[src/rtl/flash_read.sv]
// flash_read: burst reader for a 16-bit asynchronous NOR flash, one word per rd_valid strobe.
// Define FLASH_READ_ARRAY_CMD_EN to issue a read-array (0x00FF) command write before the first word.
module flash_read #(
  parameter int T_VLVH = 2,
  parameter int T_AVQV = 6,
  parameter int T_EHEL = 2
`ifdef FLASH_READ_ARRAY_CMD_EN
  , parameter int T_WLWH = 4,
  parameter int T_WHWL = 3
`endif
) (
  input  logic        clk,
  input  logic        rst_n,
  input  logic        read_en,
  input  logic [24:0] read_addr,
  input  logic [15:0] read_len,
  output logic        busy,
  output logic [15:0] rd_data,
  output logic        rd_valid,
  output logic        read_done,
  output logic [24:0] A,
  input  logic [15:0] dq_i,
  output logic [15:0] dq_o,
  output logic        dqe,
  output logic        oe,
  output logic        ce,
  output logic        we,
  output logic        adv,
  output logic        wp,
  output logic        rst_f
);
  typedef enum logic [3:0] {
    S_IDLE, S_ADDR, S_ACC, S_CAP, S_GAP, S_DONE
`ifdef FLASH_READ_ARRAY_CMD_EN
    , S_CADV, S_CWE, S_CHLD, S_CREC
`endif
  } state_t;
`ifdef FLASH_READ_ARRAY_CMD_EN
  localparam state_t S_FIRST = S_CADV;
`else
  localparam state_t S_FIRST = S_ADDR;
`endif
  state_t      r_state, w_next;
  logic [7:0]  r_cnt;
  logic [24:0] r_addr;
  logic [15:0] r_rem;
  logic        r_rst_f;
  logic        w_cmd_a, w_cmd_ce, w_cmd_adv;
  always_comb begin
    w_next = r_state;
    case (r_state)
      S_IDLE: if (read_en) w_next = (read_len == 16'd0) ? S_DONE : S_FIRST;
      S_ADDR: if (r_cnt == 8'(T_VLVH - 1)) w_next = S_ACC;
      S_ACC:  if (r_cnt == 8'(T_AVQV - 1)) w_next = S_CAP;
      S_CAP:  w_next = S_GAP;
      S_GAP:  if (r_cnt == 8'(T_EHEL - 1)) w_next = (r_rem != 16'd0) ? S_ADDR : S_DONE;
      S_DONE: w_next = S_IDLE;
`ifdef FLASH_READ_ARRAY_CMD_EN
      S_CADV: if (r_cnt == 8'(T_VLVH - 1)) w_next = S_CWE;
      S_CWE:  if (r_cnt == 8'(T_WLWH - 1)) w_next = S_CHLD;
      S_CHLD: w_next = S_CREC;
      S_CREC: if (r_cnt == 8'(T_WHWL - 1)) w_next = S_ADDR;
`endif
      default: w_next = S_IDLE;
    endcase
  end
  // r_cnt counts cycles spent in the current state and restarts on every transition
  always_ff @(posedge clk or negedge rst_n) begin
    if (!rst_n) begin
      r_state  <= S_IDLE;
      r_cnt    <= '0;
      r_addr   <= '0;
      r_rem    <= '0;
      rd_data  <= '0;
      rd_valid <= 1'b0;
      r_rst_f  <= 1'b0;
    end else begin
      r_state  <= w_next;
      r_cnt    <= (w_next != r_state) ? 8'd0 : r_cnt + 8'd1;
      rd_valid <= (r_state == S_CAP);
      r_rst_f  <= 1'b1;
      if (r_state == S_IDLE && read_en) begin
        r_addr <= read_addr;
        r_rem  <= read_len;
      end
      if (r_state == S_CAP) begin
        rd_data <= dq_i;
        r_rem   <= r_rem - 16'd1;
        r_addr  <= r_addr + 25'd1;
      end
    end
  end
`ifdef FLASH_READ_ARRAY_CMD_EN
  assign w_cmd_a   = (r_state == S_CADV) || (r_state == S_CWE) || (r_state == S_CHLD);
  assign w_cmd_ce  = (r_state == S_CADV) || (r_state == S_CWE);
  assign w_cmd_adv = (r_state == S_CADV);
  assign we        = (r_state != S_CWE);
  assign dqe       = (r_state == S_CWE) || (r_state == S_CHLD);
  assign dq_o      = dqe ? 16'h00FF : 16'h0000;
`else
  assign w_cmd_a   = 1'b0;
  assign w_cmd_ce  = 1'b0;
  assign w_cmd_adv = 1'b0;
  assign we        = 1'b1;
  assign dqe       = 1'b0;
  assign dq_o      = 16'h0000;
`endif
  assign A         = (r_state == S_ADDR || r_state == S_ACC || r_state == S_CAP || w_cmd_a) ? r_addr : 25'd0;
  assign ce        = !(r_state == S_ADDR || r_state == S_ACC || r_state == S_CAP || w_cmd_ce);
  assign adv       = !(r_state == S_ADDR || w_cmd_adv);
  assign oe        = !(r_state == S_ACC || r_state == S_CAP);
  assign wp        = 1'b1;
  assign rst_f     = r_rst_f;
  assign busy      = (r_state != S_IDLE);
  assign read_done = (r_state == S_DONE);
endmodule

[config.mk]
export PLATFORM = sky130hd
export DESIGN_NAME = flash_read
export DESIGN_NICKNAME = d
export VERILOG_FILES = /design/src/rtl/flash_read.sv
export SDC_FILE = /design/constraint.sdc
export NUM_CORES = 1
export LEC_CHECK = 0
export ABC_AREA = 1
export BUFFER_PORTS_ARGS = -buffer_cell sky130_fd_sc_hd__clkbuf_2
export CORE_MARGIN = 3
export CORE_UTILIZATION = 50
export CTS_CLUSTER_DIAMETER = 100
export DETAILED_ROUTE_END_ITERATION = 7
export HOLD_SLACK_MARGIN = 0.12
export PLACE_DENSITY_LB_ADDON = 0.25
export SKIP_LAST_GASP = 1
export SLEW_MARGIN = 20
export SYNTH_ARGS = -nofsm -noshare
export SYNTH_HDL_FRONTEND = slang
export SYNTH_SLANG_ARGS = --single-unit
export TNS_END_PERCENT = 100
[constraint.sdc]
create_clock -name clk -period 4.8 [get_ports clk]
set_clock_uncertainty 0.15 [all_clocks]
set_input_delay 1.2 -clock clk [delete_from_list [all_inputs] [get_ports clk]]
set_output_delay 1.2 -clock clk [all_outputs]
set_load 0.005 [all_outputs]
* After elaboration in Yosys (flattened, before gate mapping)
Cells that the tools add are included.
** Operators by class
- Add/subtract/negate cells :: 3
- Equal/unequal tests :: 8
- Multiplexer cells :: 13
- Reduce and logical (&&, ||, !) cells :: 12
** Operator list (count)
- $mux 25 :: 3
- $mux 16 :: 2
- $add 25x1->25 const B :: 1
- $pmux 4 s5 :: 1
- $logic_not 16->1 :: 1
- $mux 4 :: 4
- $reduce_bool 16->1 :: 1
- $sub 16x1->16 const B :: 1
- $add 8x1->8 const B :: 1
- $eq 4x2->1 const B :: 2
- $eq 4x3->1 const B :: 2
- $eq 8x1->1 const B :: 1
- $eq 8x3->1 const B :: 1
- $mux 8 :: 1
- $mux 3 :: 2
- $eq 4x1->1 const B :: 1
- $logic_not 4->1 :: 1
- $ne 4x4->1 :: 1
- $reduce_bool 4->1 :: 1
- $logic_not 1->1 :: 3
- $logic_or 1x1->1 :: 3
- $reduce_bool 2->1 :: 1
- $logic_and 1x1->1 :: 1
** Word-level totals
- Register bits :: 71
- Output and inout port bits :: 67
- Word-level logic and storage cells :: 43

* Depth between registers and ports, before layout
- Word-level depth :: 6
- Gate-level depth with buffers :: 11
- Depth with buffers taken out :: 10

* Least setup slack after synthesis
Ideal clock, no wire load.
- Path kind :: reg-to-output
- Start point :: register r_state[0]
- End point :: output port A[15]
- Arrival time :: 1.212 ns
- Path slack :: 2.238 ns
- Cell stages (with the launch flop) :: 7
- Path buffers :: 2
- Path through :: dfrtp_1 -> buf_2 -> nor2_4 -> inv_2 -> nand2_1 -> clkbuf_1 -> nor2_1
** Between the ends
- Longest elaborated chain between the ends :: 4
** RTL lines
- start, declared :: RTL line 43 : state_t r_state, w_next;
- start signal, assigned :: RTL line 78 : r_state <= w_next;
- $eq 4x1->1 / $eq 4x2->1 (equally long branches) :: RTL line 108 : assign A = (r_state == S_ADDR || r_state == S_ACC || r_state == S_CAP || w_cmd_a) ? r_addr : 25'd0;
- $logic_or 1x1->1 :: RTL line 108
- $logic_or 1x1->1 * :: RTL line 108
- $mux 25 * :: RTL line 108
- end, declared :: RTL line 21 : output logic [24:0] A,
Every way passes the cells marked *; elsewhere a longest branch is shown, timed or not.

* Worst setup path after layout
- Start point :: register r_state[2]
- End point :: output port A[24]
Same word-level chain as after synthesis.

==> summary.txt <==
Logic synthesis
  • EDFF count, synth: 0
  • Area contributors post-synth: dfrtp_1 (39%), nand2_1 (17%), nor2_1 (10%)
  • Asr flop ratio synth: 100%
  • Simple-gate area share of the yosys netlist: between 30 and 40%
  • Most frequent cell after synthesis: nand2_1
  • Main combinational cell family by area after synthesis: simple AND/OR/NAND/NOR gates
  • YS warnings: 0
  • Complex-gate fraction of the synthesized area: 9.69%
  • Post-synthesis mux area share: 0%
  • Netlist cell types: 35
  • Synth top cells by count: nand2_1 (199), nor2_1 (125), dfrtp_1 (71)
  • Area leader, netlist: dfrtp_1
  • Synth Cell Area: 4520 sq um
  • Synth Area in XOR/XNOR: under 10%
  • Post-Syn Instances: between 600 and 700
  • Syn Area/Cell: slightly below 7 sq um
  • Synth Area in Adders: about 1.1%
  • Top_reg_cell synth: dfrtp_1
  • Number of synthesized register bits: 71
  • Top cell type's share of synthesized area: around 39%
  • Sequential fraction of the synthesis area: 39.3%

Worst setup path
  • Critical path's largest stage delay: between 0.5 and 0.6 ns
  • Critical path class: reg2out
  • Worst r2r src: r_state[2]
  • Cells on worst reg2reg path: 7
  • R2R Setup Slk: 2.04 ns
  • WP data required: 3.45 ns
  • CP cell instances: nor2_4 > nand2_1 > nor2_1 > clkbuf_2
  • Worst endpoint data arrival time: a little over 2 ns
  • Critical Path Start: r_state[2]
  • Max Fanout on Critical Path: 26
  • Worst reg2reg endpoint: r_addr[15]
  • Critical path launch point type: flop
  • Setup crit end kind: output port
  • Crit-path slowest cell: nand2_1

Pwr
  • Tot Pwr: between 0.002 and 0.0025 W
  • Pwr/cell area: roughly 400 nW/um^2
  • Leak: roughly 2.6 nW
  • VDD IR max: about 0.22 mV

Final layout
  • P&R area growth vs syn: 15.2%
  • Layout cells sized above 1: 18.8%
  • Fillers: about 860
  • Ant diodes: 0
  • Area of the multi-input gates: approximately 2300 sq um
  • Final non-filler cell total: 876
  • Final nets: roughly 830
  • Final Core Density: 59.4%
  • Sequential cell area: 1780 sq um

Floorplan
  • Die height: ~100 microns
  • Initial Util: about half
  • Die Area: approximately 10000 sq um
  • CORE AREA: a little under 9000 sq um
  • I/O pins: approximately 130
  • Die span in x: ~100 microns
  • Row cnt: 34

Placed design
  • Post-DP HPWL: 8570 microns
  • GP Congestion: 0.943
  • DP Worst Slack: between 1.5 and 2 ns
  • Port Buf Inserts: 107
  • Placed cells: 860

Clocking
  • Worst-case clock buffer depth: 2
  • Post-CTS Resized: 0
  • H-Tree Level Count: 3
  • CTS tree: yes
  • Worst-Skew Late Latency: roughly 0.35 ns
  • Setup Buffers After CTS: 0
  • Reg clk slew, reported paths: around 0.08 ns
  • Clock Sinks: about 70
  • CTS buffer count: 9
  • Root buffer cell: clkbuf_8
  • Hold_buf cts: 0

Worst hold path
  • Worst hold path class: reg2reg
  • Hold Path Depth: 2
  • Hold Path End: rd_data[8]
  • Hold path start: rd_data[8]

Routing
  • 1st-iter DRT viols: 286
  • DR vias: ~4600
  • WL/cell: around 13 microns
  • Final wirelength: around 12000 microns
  • Drt first pass iters: 5
  • DRC violations left: 0
  • Via density: roughly 5.2
  • Antenna viol nets, final: 0

STA
  • Period utilisation layout: 71.0%
  • Slew Limit Fails: 0
  • Fmax: 0.294 GHz
  • Final number of hold-violating endpoints: 0
  • Worst slew pin tran: approximately 0.96 ns
  • Final setup fails: 0
  • RSZ-0062 raised after global routing: false
  • Setup ws final: about 1.4 ns
  • Slew headroom: about 36%
  • Setup TNS: 0 ns
  • Crit path time final: 3.41 ns

Global routing
  • Pin count of the biggest net entering global routing: 45
  • First-pass GRT wire length: 19500 microns
  • Antenna violations before repair: 0
  • Total grt overflow: 0
  • Vias in the first global route: 4376
  • All-Layer GR Usage: between 20% and 30%

Flow run
  • Max-cap violations: 0

Run status
  • Run status: completed
## worst max-delay path by stage
stage | end | slack [ns] | cells past startpoint
after global routing | A[24] | 1.20 | 4
after detailed placement | r_addr[19] | 1.65 | 9
after CTS | A[24] | 1.38 | 4
after global placement | r_addr[19] | 1.75 | 9
final | A[24] | 1.39 | 4
after floorplan | A[15] | 2.24 | 6
## layout make-up
cell class	instances	area share (%)
clock inverters	3	0.336
flip-flops and latches	71	34.1
clock buffers	13	3.05
repair buffers	109	10.6
well taps	108	2.59
multi-input cells	504	44.4
inverters	68	4.90
## flip-flops by register name, summed over array words and instances (netlist names)
signal	flops
r_addr	25
r_cnt	8
r_rem	16
r_state	4
rd_data	16
rd_valid	1
rst_f	1
## per-layer routing
| metal | global-route usage, % | up-vias | wire length [microns] | part of all wire (%) |
|---|---|---|---|---|
| met4 | 9.92 | 0 | 204 | 1.7 |
| met2 | 37.6 | 189 | 5280 | 45 |
| met5 | 0 | - | 0 | 0 |
| met1 | 32.1 | 2106 | 5320 | 45 |
| li1 | - | 2253 | - | - |
| met3 | 4.78 | 20 | 956 | 8.1 |
## metrics by stage
stage          instance area, sq um  hold WS [ns]
2_1_floorplan                  4590         0.310
3_3_place_gp                   5030         0.312
3_5_place_dp                   5030         0.316
4_1_cts                        5200         0.339
5_1_grt                        5210         0.353
6_report                       5210         0.331
## placed cells by master, fill, tap and decap left out
cell and n:
nand2_1 199, nor2_1 125, clkbuf_2 106, dfrtp_1 71, inv_1 63, nand3_1 36
o21ai_0 31, conb_1 21, a21oi_1 14, clkbuf_8 11, nand4_1 9, xor2_1 9
o22ai_1 8, o21ai_1 7, o211ai_1 7, nor3_1 6, inv_2 5, nand3_2 4
nor2_2 4, ha_1 4, nor2_4 3, nand2_4 3, buf_4 3, nand3b_1 2
o2111ai_1 2, o221ai_1 2, clkbuf_1 2, clkinv_2 2, a41oi_1 1, and2_1 1
nor2_8 1, o21ai_2 1, xnor2_1 1, a211oi_1 1, a22oi_1 1, o21bai_1 1
clkinvlp_4 1
## worst max-delay path: cells and delay by family, from the launching register on
kind | cells | cell delay, ns
AND/OR/NAND/NOR | 3 | 1.13
flip-flops | 1 | 0.41
buffers and inverters | 1 | 0.16
## cell families after synthesis
kind of cell,count (synthesis)
AOI/OAI and AO/OA,76
DFF,71
adders and majority gates,4
and+or+nand+nor,393
xor gates and xnor gates,10
buffers and inverters,106
other,2
## where the power goes
part,total [W],internal [W],leakage [nW],switching [W]
Combinational,0.000689,0.000260,1.68,0.000428
Clock,0.000444,0.000215,0.0894,0.000229
Sequential,0.000951,0.000779,0.848,0.000172
No activity file was read; power rests on OpenSTA's default activity.
